`src/rtl/imm_gen_pipe.sv`:
```
// Registered RV immediate generator: decodes I/S/B/U/J from opcode, sign-extends to XLEN, carries a tag.
// Latency: 1 cycle from accept to out_* when empty; 1 result/cycle sustained while out_ready=1.
// Backpressure: 2-entry FIFO; in_ready (registered) drops when full, flush/rst empty the buffer.
//
// Ports:
//   clk, rst (sync, active-high), flush (sync discard of buffered entries)
//   in_valid/in_ready/ins/in_tag        : instruction in, valid-ready handshake
//   out_valid/out_ready                 : result out, valid-ready handshake
//   out_imm/out_fmt/out_illegal/out_tag : head entry, forced to 0 when !out_valid
module imm_gen_pipe #(
  parameter int XLEN  = 32,
  parameter int TAG_W = 32
) (
  input  logic             clk,
  input  logic             rst,
  input  logic             flush,
  input  logic             in_valid,
  output logic             in_ready,
  input  logic [31:0]      ins,
  input  logic [TAG_W-1:0] in_tag,
  output logic             out_valid,
  input  logic             out_ready,
  output logic [XLEN-1:0]  out_imm,
  output logic [2:0]       out_fmt,
  output logic             out_illegal,
  output logic [TAG_W-1:0] out_tag
);

  localparam logic [2:0] FMT_NONE = 3'd0;
  localparam logic [2:0] FMT_I    = 3'd1;
  localparam logic [2:0] FMT_S    = 3'd2;
  localparam logic [2:0] FMT_B    = 3'd3;
  localparam logic [2:0] FMT_U    = 3'd4;
  localparam logic [2:0] FMT_J    = 3'd5;

  // ---------------- decode (write path) ----------------
  logic [31:0]     dec_imm32;
  logic [XLEN-1:0] dec_imm;
  logic [2:0]      dec_fmt;
  logic            dec_ill;

  always_comb begin
    dec_imm32 = 32'd0;
    dec_fmt   = FMT_NONE;
    dec_ill   = 1'b0;
    case (ins[6:0])
      7'b0010011, 7'b0000011, 7'b1100111, 7'b1110011: begin
        dec_imm32 = {{20{ins[31]}}, ins[31:20]};
        dec_fmt   = FMT_I;
      end
      7'b0100011: begin
        dec_imm32 = {{20{ins[31]}}, ins[31:25], ins[11:7]};
        dec_fmt   = FMT_S;
      end
      7'b1100011: begin
        dec_imm32 = {{19{ins[31]}}, ins[31], ins[7], ins[30:25], ins[11:8], 1'b0};
        dec_fmt   = FMT_B;
      end
      7'b0110111, 7'b0010111: begin
        dec_imm32 = {ins[31:12], 12'd0};
        dec_fmt   = FMT_U;
      end
      7'b1101111: begin
        dec_imm32 = {{11{ins[31]}}, ins[31], ins[19:12], ins[20], ins[30:21], 1'b0};
        dec_fmt   = FMT_J;
      end
      default: dec_ill = 1'b1;
    endcase
    // Every format's top immediate bit is ins[31]; widen by replicating it.
    dec_imm       = {XLEN{dec_imm32[31]}};
    dec_imm[31:0] = dec_imm32;
  end

  // ---------------- 2-entry FIFO ----------------
  logic [1:0]            count_q, count_d;
  logic                  wr_ptr_q, wr_ptr_d;
  logic                  rd_ptr_q, rd_ptr_d;
  logic                  in_ready_q, in_ready_d;
  logic [1:0][XLEN-1:0]  imm_q, imm_d;
  logic [1:0][2:0]       fmt_q, fmt_d;
  logic [1:0]            ill_q, ill_d;
  logic [1:0][TAG_W-1:0] tag_q, tag_d;
  logic                  wr_en, rd_en;

  assign out_valid = (count_q != 2'd0);
  assign in_ready  = in_ready_q;

  // flush wins over both handshakes: nothing is written or consumed that cycle.
  assign wr_en = in_valid & in_ready_q & ~flush;
  assign rd_en = out_valid & out_ready & ~flush;

  always_comb begin
    count_d  = count_q;
    wr_ptr_d = wr_ptr_q;
    rd_ptr_d = rd_ptr_q;
    if (flush) begin
      count_d  = 2'd0;
      wr_ptr_d = 1'b0;
      rd_ptr_d = 1'b0;
    end else begin
      if (wr_en) wr_ptr_d = ~wr_ptr_q;
      if (rd_en) rd_ptr_d = ~rd_ptr_q;
      count_d = count_q + {1'b0, wr_en} - {1'b0, rd_en};
    end
    // Registered ready reflects occupancy after this edge, so it never
    // advertises space that a same-cycle read has not yet freed when full.
    in_ready_d = (count_d != 2'd2);
  end

  always_comb begin
    imm_d = imm_q;
    fmt_d = fmt_q;
    ill_d = ill_q;
    tag_d = tag_q;
    if (wr_en) begin
      imm_d[wr_ptr_q] = dec_imm;
      fmt_d[wr_ptr_q] = dec_fmt;
      ill_d[wr_ptr_q] = dec_ill;
      tag_d[wr_ptr_q] = in_tag;
    end
  end

  always_ff @(posedge clk) begin
    if (rst) begin
      count_q    <= 2'd0;
      wr_ptr_q   <= 1'b0;
      rd_ptr_q   <= 1'b0;
      in_ready_q <= 1'b0;
    end else begin
      count_q    <= count_d;
      wr_ptr_q   <= wr_ptr_d;
      rd_ptr_q   <= rd_ptr_d;
      in_ready_q <= in_ready_d;
    end
  end

  // Payload storage is only observed through count, so it carries no reset.
  always_ff @(posedge clk) begin
    imm_q <= imm_d;
    fmt_q <= fmt_d;
    ill_q <= ill_d;
    tag_q <= tag_d;
  end

  assign out_imm     = out_valid ? imm_q[rd_ptr_q] : '0;
  assign out_fmt     = out_valid ? fmt_q[rd_ptr_q] : FMT_NONE;
  assign out_illegal = out_valid ? ill_q[rd_ptr_q] : 1'b0;
  assign out_tag     = out_valid ? tag_q[rd_ptr_q] : '0;

endmodule

```
`config.mk`:
```
export PLATFORM = sky130hd
export DESIGN_NAME = imm_gen_pipe
export DESIGN_NICKNAME = d
export VERILOG_FILES = /design/src/rtl/imm_gen_pipe.sv
export SDC_FILE = /design/constraint.sdc
export NUM_CORES = 1
export LEC_CHECK = 0
export CORE_ASPECT_RATIO = 0.75
export CORE_MARGIN = 2
export CORE_UTILIZATION = 50
export DETAILED_ROUTE_END_ITERATION = 6
export HOLD_SLACK_MARGIN = 0.05
export PLACE_DENSITY = 0.8
export SYNTH_ARGS = -nofsm -noshare
export SYNTH_HDL_FRONTEND = slang
export SYNTH_SLANG_ARGS = --single-unit
```
`constraint.sdc`:
```
create_clock -name clk -period 5.4 [get_ports clk]
set_input_delay 1.08 -clock clk [delete_from_list [all_inputs] [get_ports clk]]
set_output_delay 1.08 -clock clk [all_outputs]
set_load 0.01 [all_outputs]
```
==> results.ini, run 1 <==
[outcome]
status = completed

[clocking]
clk_pin_slew_ns = 0.06
postCtsSetupRepairBufs = 0
cts_resized = 0
clock_sinks = 141
cts_buffers = 17
root_buffer = clkbuf_16
cts_tree = yes
htree_levels = 4
hold_buffers = 0
clkLatencyLatePin_ns = 0.41
cts_max_path_buffers = 2

[setup_path]
crit_path_max_incr_delay_ns = 0.82
critical_path_class = register to output pin
cp_top_family = buffers and inverters
cp-end-kind = output pin
worst_setup_path_start_kind = register
crit_buf_inv = 2
cp_data_arrival_time_ns = 2.68
crit_fanout = 41
reg2reg_depth = 3
slowest_stage = dfxtp_4
crit_chain = buf_4 -> mux2i_1 -> nor2_1 -> clkdlybuf4s50_1
worst-path-stages = 4
cp_data_required_time_ns = 4.32

[final_layout]
drive_above_1_share_pct = 9.408
final_nets = 632
syn_to_final_growth_pct = 34.63
diodes = 0

[yosys]
synthDistinctLibCells = 41
synthCells = 425
synth_mux_area_share_pct = 11.43
netlist.area_leader.share_pct = 67.20
synth_compound_area_share_pct = 4.571
synthAdderAreaFrac_pct = 0.4118
synth_top_family_by_area = multiplexers
avgSynthCellArea_sq_um = 14.30
synthXorXnorAreaFrac_pct = 0.7206
synth_top_area_cell = edfxtp_1
syn-num-nets = 496
netlist_area_sq_um = 6077
synth.area.top_cells = edfxtp_1 67%, mux2i_1 11%, nor2_1 4.9%
synth_warnings = 0
synth-simple-area-share_pct = 10.54
synth_seq_cells = 141
synth_seq_area_share_pct = 68.85

[pwr]
switching_power_w = 0.0005280
peakVddDrop_v = 0.0002401
power.density_nw_per_um2 = 311.7
switching_share_pct = 20.71
power_frac_seq_pct = 47.6
p_int_w = 0.002022
power_w = 0.002550
clock_power_share_pct = 46.7
combPwrFrac_pct = 5.7
power.leakage_nw = 2.676

[placement]
port_buffers = 138
post-dp-hpwl_mm = 8.404
place.gp.congestion = 0.8947

[sta]
slew_headroom_pct = 35.37
fin_skew_ns = 0.005054
setup_viol = 0
period_needed_ns = 3.762
fmax_ghz = 0.2658
worst_pin_slew_ns = 0.9671
fin_crit_sh_pct = 69.68
whs_ns = 0.6899
drv_slew = 0
hold_viol = 0
rsz0062_at_grt = no
finalSetupTns_ns = 0

[die]
rows = 34
num_io_pins = 139
initial_core_util_pct = 51.76
die_h_microns = 99.48
core_sq_um = 11740
die_x_microns = 131.3
fp.dieArea_sq_um = 13060

[detailed_routing]
drt-wirelength-per-cell_microns = 17.11
dr_total_vias = 3862
drt_iter0_markers = 264
first_pass_iters = 4
viasPerCell = 5.247
ant_nets = 0
routed_wl_mm = 12.59
drc = 0

[hold_path]
hp-class = register to register
min_path_cells = 2

[global_route]
grt_pass1_vias = 3898
grt_start_max_net_pins = 42
grt_overflow = 0
grt_pass1_wl_mm = 19.75
antenna_found_initial = 0
grt_usage_pct = 19.92

[flow_run]
maxCapViolations = 0

registers in the layout (all words and copies together) (netlist names):
| register | flops |
|---|---|
| count_q | 2 |
| fmt_q | 6 |
| ill_q | 2 |
| imm_q | 64 |
| in_ready | 1 |
| rd_ptr_q | 1 |
| tag_q | 64 |
| wr_ptr_q | 1 |
layout by cell type (no fill, tap or decap), types with 2 or more instances in the layout:
master           instances
dfxtp_1                  4
clkbuf_16               17
nand3_1                 24
buf_4                    6
o21ai_2                  4
nor2_1                  77
clkinv_4                 5
a21o_1                   8
o21ai_0                  9
mux2i_1                 68
and2_1                   2
nand3b_1                 4
nor2_4                   3
a21oi_1                  3
o211ai_1                 5
bufinv_16                3
clkdlybuf4s50_1        138
clkinvlp_4               2
inv_6                    3
xor2_1                   3
and3_1                   2
xnor2_1                  2
ha_1                     2
edfxtp_1               136
a211oi_1                 2
nand2_1                  4
nor3b_1                  3
nor3_1                   4
inv_1                   12
cell usage after synthesis (all sizes together):
cell type and number:
o21ai 13, nor4 1, xor2 3, a211oi 2, nor2b 2, dfxtp 5
buf 20, o31a 1, a31oi 1, inv 12, nand3b 4, ha 2
clkbuf 7, mux2i 69, o21a 1, nor2 80, nor3 4, and2 3
nand3 24, a21oi 3, and4 1, and4b 1, o211ai 5, nand2 4
edfxtp 136, nor4b 1, nand4b 1, and3 2, a32oi 1, o2111a 1
xnor2 2, nor3b 4, a21o 8, a21boi 1
metal layers:
layer  track usage [%]  vias to the layer above  share of wire [%]
li1                  -                     1843                  -
met1             25.43                     1878                 44
met2             33.24                      131                 49
met3             5.505                       10                5.7
met4             7.191                        0                1.2
met5                 0                        -                  0
logic make-up after synthesis:
family                     after synthesis
buffers and inverters                   39
DFF                                    141
and+or+nand+nor                        132
muxes                                   69
AOI/OAI and AO/OA                       37
xor gates and xnor gates                 5
adders and majority gates                2
tightest hold or removal path, delay by kind of cell, from the launching register on:
kind | cells | cell delay (ns)
and+or+nand+nor | 1 | 0.05
DFF | 1 | 0.41
xor gates and xnor gates | 1 | 0.18
worst paths after layout:
kind | start | to | slack, ns
setup reg to reg | in_ready$_SDFF_PP0_ | tag_q[10]$_DFFE_PP_ | 3.38
hold reg to reg | count_q[1]$_SDFF_PP0_ | count_q[1]$_SDFF_PP0_ | 0.69
hold / removal | count_q[1]$_SDFF_PP0_ | count_q[1]$_SDFF_PP0_ | 0.69
setup / recovery | rd_ptr_q$_SDFFE_PP0P_ | out_tag[21] | 1.64
power by group through the flow:
| stage | Combinational [W] | Sequential, W | Clock [W] |
|---|---|---|---|
| 2_1_floorplan | 0.0000622 | 0.00124 | 0 |
| 3_3_place_gp | 0.000139 | 0.00124 | 0 |
| 4_1_cts | 0.000145 | 0.00121 | 0.00121 |
| 5_1_grt | 0.000155 | 0.00121 | 0.00127 |
| 3_5_place_dp | 0.000143 | 0.00124 | 0 |
| 6_report | 0.000145 | 0.00121 | 0.00119 |
final cells by class:
| class | count | area [sq um] |
|---|---|---|
| tap | 162 | 202.7 |
| clock inverter | 14 | 186.4 |
| multi-input combinational | 245 | 1704 |
| sequential | 141 | 4188 |
| fill | 828 | 3560 |
| timing repair buffer | 144 | 1426 |
| inverter | 12 | 45.04 |
| clock buffer | 18 | 429.2 |
per-stage QoR:
| stage | util, % | cell area, sq um | cells | setup WS (ns) |
|---|---|---|---|---|
| floorplan | - | 6077 | 425 | 0.7355 |
| global placement | 64.44 | 7566 | 704 | 2.036 |
| detailed placement | 64.44 | 7566 | 704 | 1.934 |
| CTS | 69.68 | 8182 | 736 | 1.577 |
| global route | 69.68 | 8182 | 736 | 1.491 |
| finish | 69.68 | 8182 | 736 | 1.638 |
Power figures use the tool's default switching activity.
==> run 2, diff against run 1 <==
Clock period 5.4 ns to 3.8 ns, I/O delays scaled along.
==> run 2 against run 1 <==
  * Largest cell class unchanged
  * First-iteration DRC count increased by 8.7%
  * Via count grew 0.91%
  * Critical path depth is the same
  * Critical path type unchanged
  * Routed wire length is 1.2% higher
  * Combinational power increased by 45%
==> results.ini, run 2 (same netlist as run 1, synthesis figures left out) <==
[outcome]
status = completed

[sta]
whs_ns = 0.6830  ; -0.006865 ns
slew_headroom_pct = 50.34  ; +15 points
rsz0062_at_grt = no
fin_crit_sh_pct = 80.47
fmax_ghz = 0.3270
period_needed_ns = 3.058
fin_ws_ns = 0.7420  ; -0.8955 ns
drv_slew = 0  ; unchanged
setup_viol = 0  ; unchanged
worst_pin_slew_ns = 0.7431  ; -0.2240 ns
hold_viol = 0  ; unchanged
fin_skew_ns = 0.004706  ; -0.0003481 ns

[detailed_routing]
routed_wl_mm = 12.75  ; +1.2%
drt_iter0_markers = 287  ; +8.7%
dr_total_vias = 3897  ; +0.91%
ant_nets = 0  ; unchanged
viasPerCell = 5.280  ; +0.63%
drc = 0  ; unchanged
drt-wirelength-per-cell_microns = 17.27  ; +0.95%
first_pass_iters = 4  ; unchanged

[final_layout]
drive_above_1_share_pct = 9.549  ; +0.14 points
num-fill-cells = 811  ; -2.1%
stdcell_area_sq_um = 8202  ; +0.24%
final_nets = 634  ; +0.32%
mostFrequentLayoutCell = clkdlybuf4s50_1
final_cell_mix = 138 x clkdlybuf4s50_1, 136 x edfxtp_1, 77 x nor2_1
final_cells = 738  ; +0.27%
syn_to_final_growth_pct = 34.96
top_regs = imm_q x64, tag_q x64, fmt_q x6
diodes = 0  ; unchanged

[placement]
place.gp.congestion = 0.8404  ; -6.1%
dp_slack_ns = 0.8809  ; -1.053 ns
port_buffers = 138  ; unchanged
post-dp-hpwl_mm = 8.525  ; +1.4%
place_area_sq_um = 7606  ; +0.53%
dp.cells = 706  ; +0.28%

[clocking]
clock_sinks = 141  ; unchanged
hold_buffers = 0  ; unchanged
cts_buffers = 17  ; unchanged
clkLatencyLatePin_ns = 0.41  ; about the same
clk_pin_slew_ns = 0.06  ; about the same
cts_tree = yes
postCtsSetupRepairBufs = 0  ; unchanged
cts_resized = 0  ; unchanged
htree_levels = 4  ; unchanged
cts_max_path_buffers = 2  ; unchanged
root_buffer = clkbuf_16

[setup_path]
cp_data_arrival_time_ns = 2.30  ; -0.38 ns
slowest_stage = dfxtp_4
crit_fanout = 24  ; -41%
cp-end-kind = output pin
worst_setup_path_start_kind = register
crit_chain = buf_4 -> mux2i_1 -> nor2_1 -> clkdlybuf4s50_1
critical_path_class = register to output pin
rr_startpoint = count_q[1]$_SDFF_PP0_
cp_data_required_time_ns = 3.04  ; -1.28 ns
crit_start = rd_ptr_q$_SDFFE_PP0P_
crit_path_max_incr_delay_ns = 0.63  ; -0.19 ns

[die]
num_io_pins = 139  ; unchanged
initial_core_util_pct = 51.76  ; unchanged
core_sq_um = 11740  ; unchanged
rows = 34  ; unchanged
die_x_microns = 131.3  ; unchanged
fp.dieArea_sq_um = 13060  ; unchanged
die_h_microns = 99.48  ; unchanged

[pwr]
power_w = 0.003587  ; +41%
power_frac_seq_pct = 48.1  ; +0.5 points
switching_share_pct = 20.42  ; -0.29 points
clock_power_share_pct = 46.0  ; -0.7 points
combPwrFrac_pct = 5.9  ; +0.2 points
switching_power_w = 0.0007324  ; +39%
peakVddDrop_v = 0.0003282  ; +37%
power.density_nw_per_um2 = 437.4  ; +40%
power.leakage_nw = 2.675  ; about the same
p_int_w = 0.002855  ; +41%

[global_route]
grt_overflow = 0  ; unchanged
grt_usage_pct = 20.07  ; +0.14 points
grt_start_max_net_pins = 50  ; +19%
grt_pass1_vias = 3895  ; -0.077%
antenna_found_initial = 0  ; unchanged
grt_pass1_wl_mm = 19.93  ; +0.88%

[flow_run]
maxCapViolations = 0  ; unchanged

[hold_path]
hp-class = register to register
min-delay-start = wr_ptr_q$_SDFFE_PP0P_

-- run 2: cell types whose count changed in the layout (fill, tap and decap cells not counted) --
cell / before / now
inv_6: 3 / 2
clkbuf_1: 1 / 0
clkinv_2: 0 / 2
buf_12: 0 / 2
inv_8: 1 / 0
clkinv_1: 0 / 2
clkinvlp_4: 2 / 6
clkinv_4: 5 / 0
-- run 2: critical path, delay by kind of cell, from the launching register on --
| family | cells | cell delay (ns) |
|---|---|---|
| multiplexers | 1 | 0.29 |
| buffers and inverters | 2 | 0.88 |
| flip-flops | 1 | 0.63 |
| AND/OR/NAND/NOR | 1 | 0.06 |
-- run 2: area by class of cell --
| cell class | instances | area, sq um | share of cell area [%] |
|---|---|---|---|
| clock buffer | 17 | 425.4 | 5.187 |
| clock inverter | 15 | 170.2 | 2.075 |
| inverter | 12 | 45.04 | 0.5492 |
| multi-input combinational | 245 | 1704 | 20.78 |
| sequential | 141 | 4188 | 51.06 |
| tap | 162 | 202.7 | 2.471 |
| timing repair buffer | 146 | 1466 | 17.88 |
-- run 2: power by group through the flow --
stage / sequential, W / clock [W] / combinational, W
2_1_floorplan: 0.00176 / 0 / 0.0000884
3_3_place_gp: 0.00176 / 0 / 0.000203
3_5_place_dp: 0.00176 / 0 / 0.000209
4_1_cts: 0.00173 / 0.00168 / 0.000211
5_1_grt: 0.00173 / 0.00174 / 0.000225
6_report: 0.00173 / 0.00165 / 0.000210
-- run 2: worst paths after layout --
path                            to  slack, ns  depth (start not counted)
max reg2reg    in_ready$_SDFF_PP0_       1.87                          8
min          wr_ptr_q$_SDFFE_PP0P_       0.68                          3
min reg2reg  wr_ptr_q$_SDFFE_PP0P_       0.68                          3
max                    out_imm[30]       0.74                          4
-- run 2: metrics by stage --
step,util [%],setup TNS (ns)
3_5_place_dp,64.78,0
6_report,69.85,0
2_1_floorplan,-,-74.05
5_1_grt,69.85,0
3_3_place_gp,64.78,0
4_1_cts,69.85,0
-- run 2: metal layers --
metal / global-route usage (%) / part of all wire [%]
met1: 25.62 / 43
met5: 0 / 0
met2: 33.00 / 48
met4: 7.943 / 1.6
met3: 5.708 / 6.4
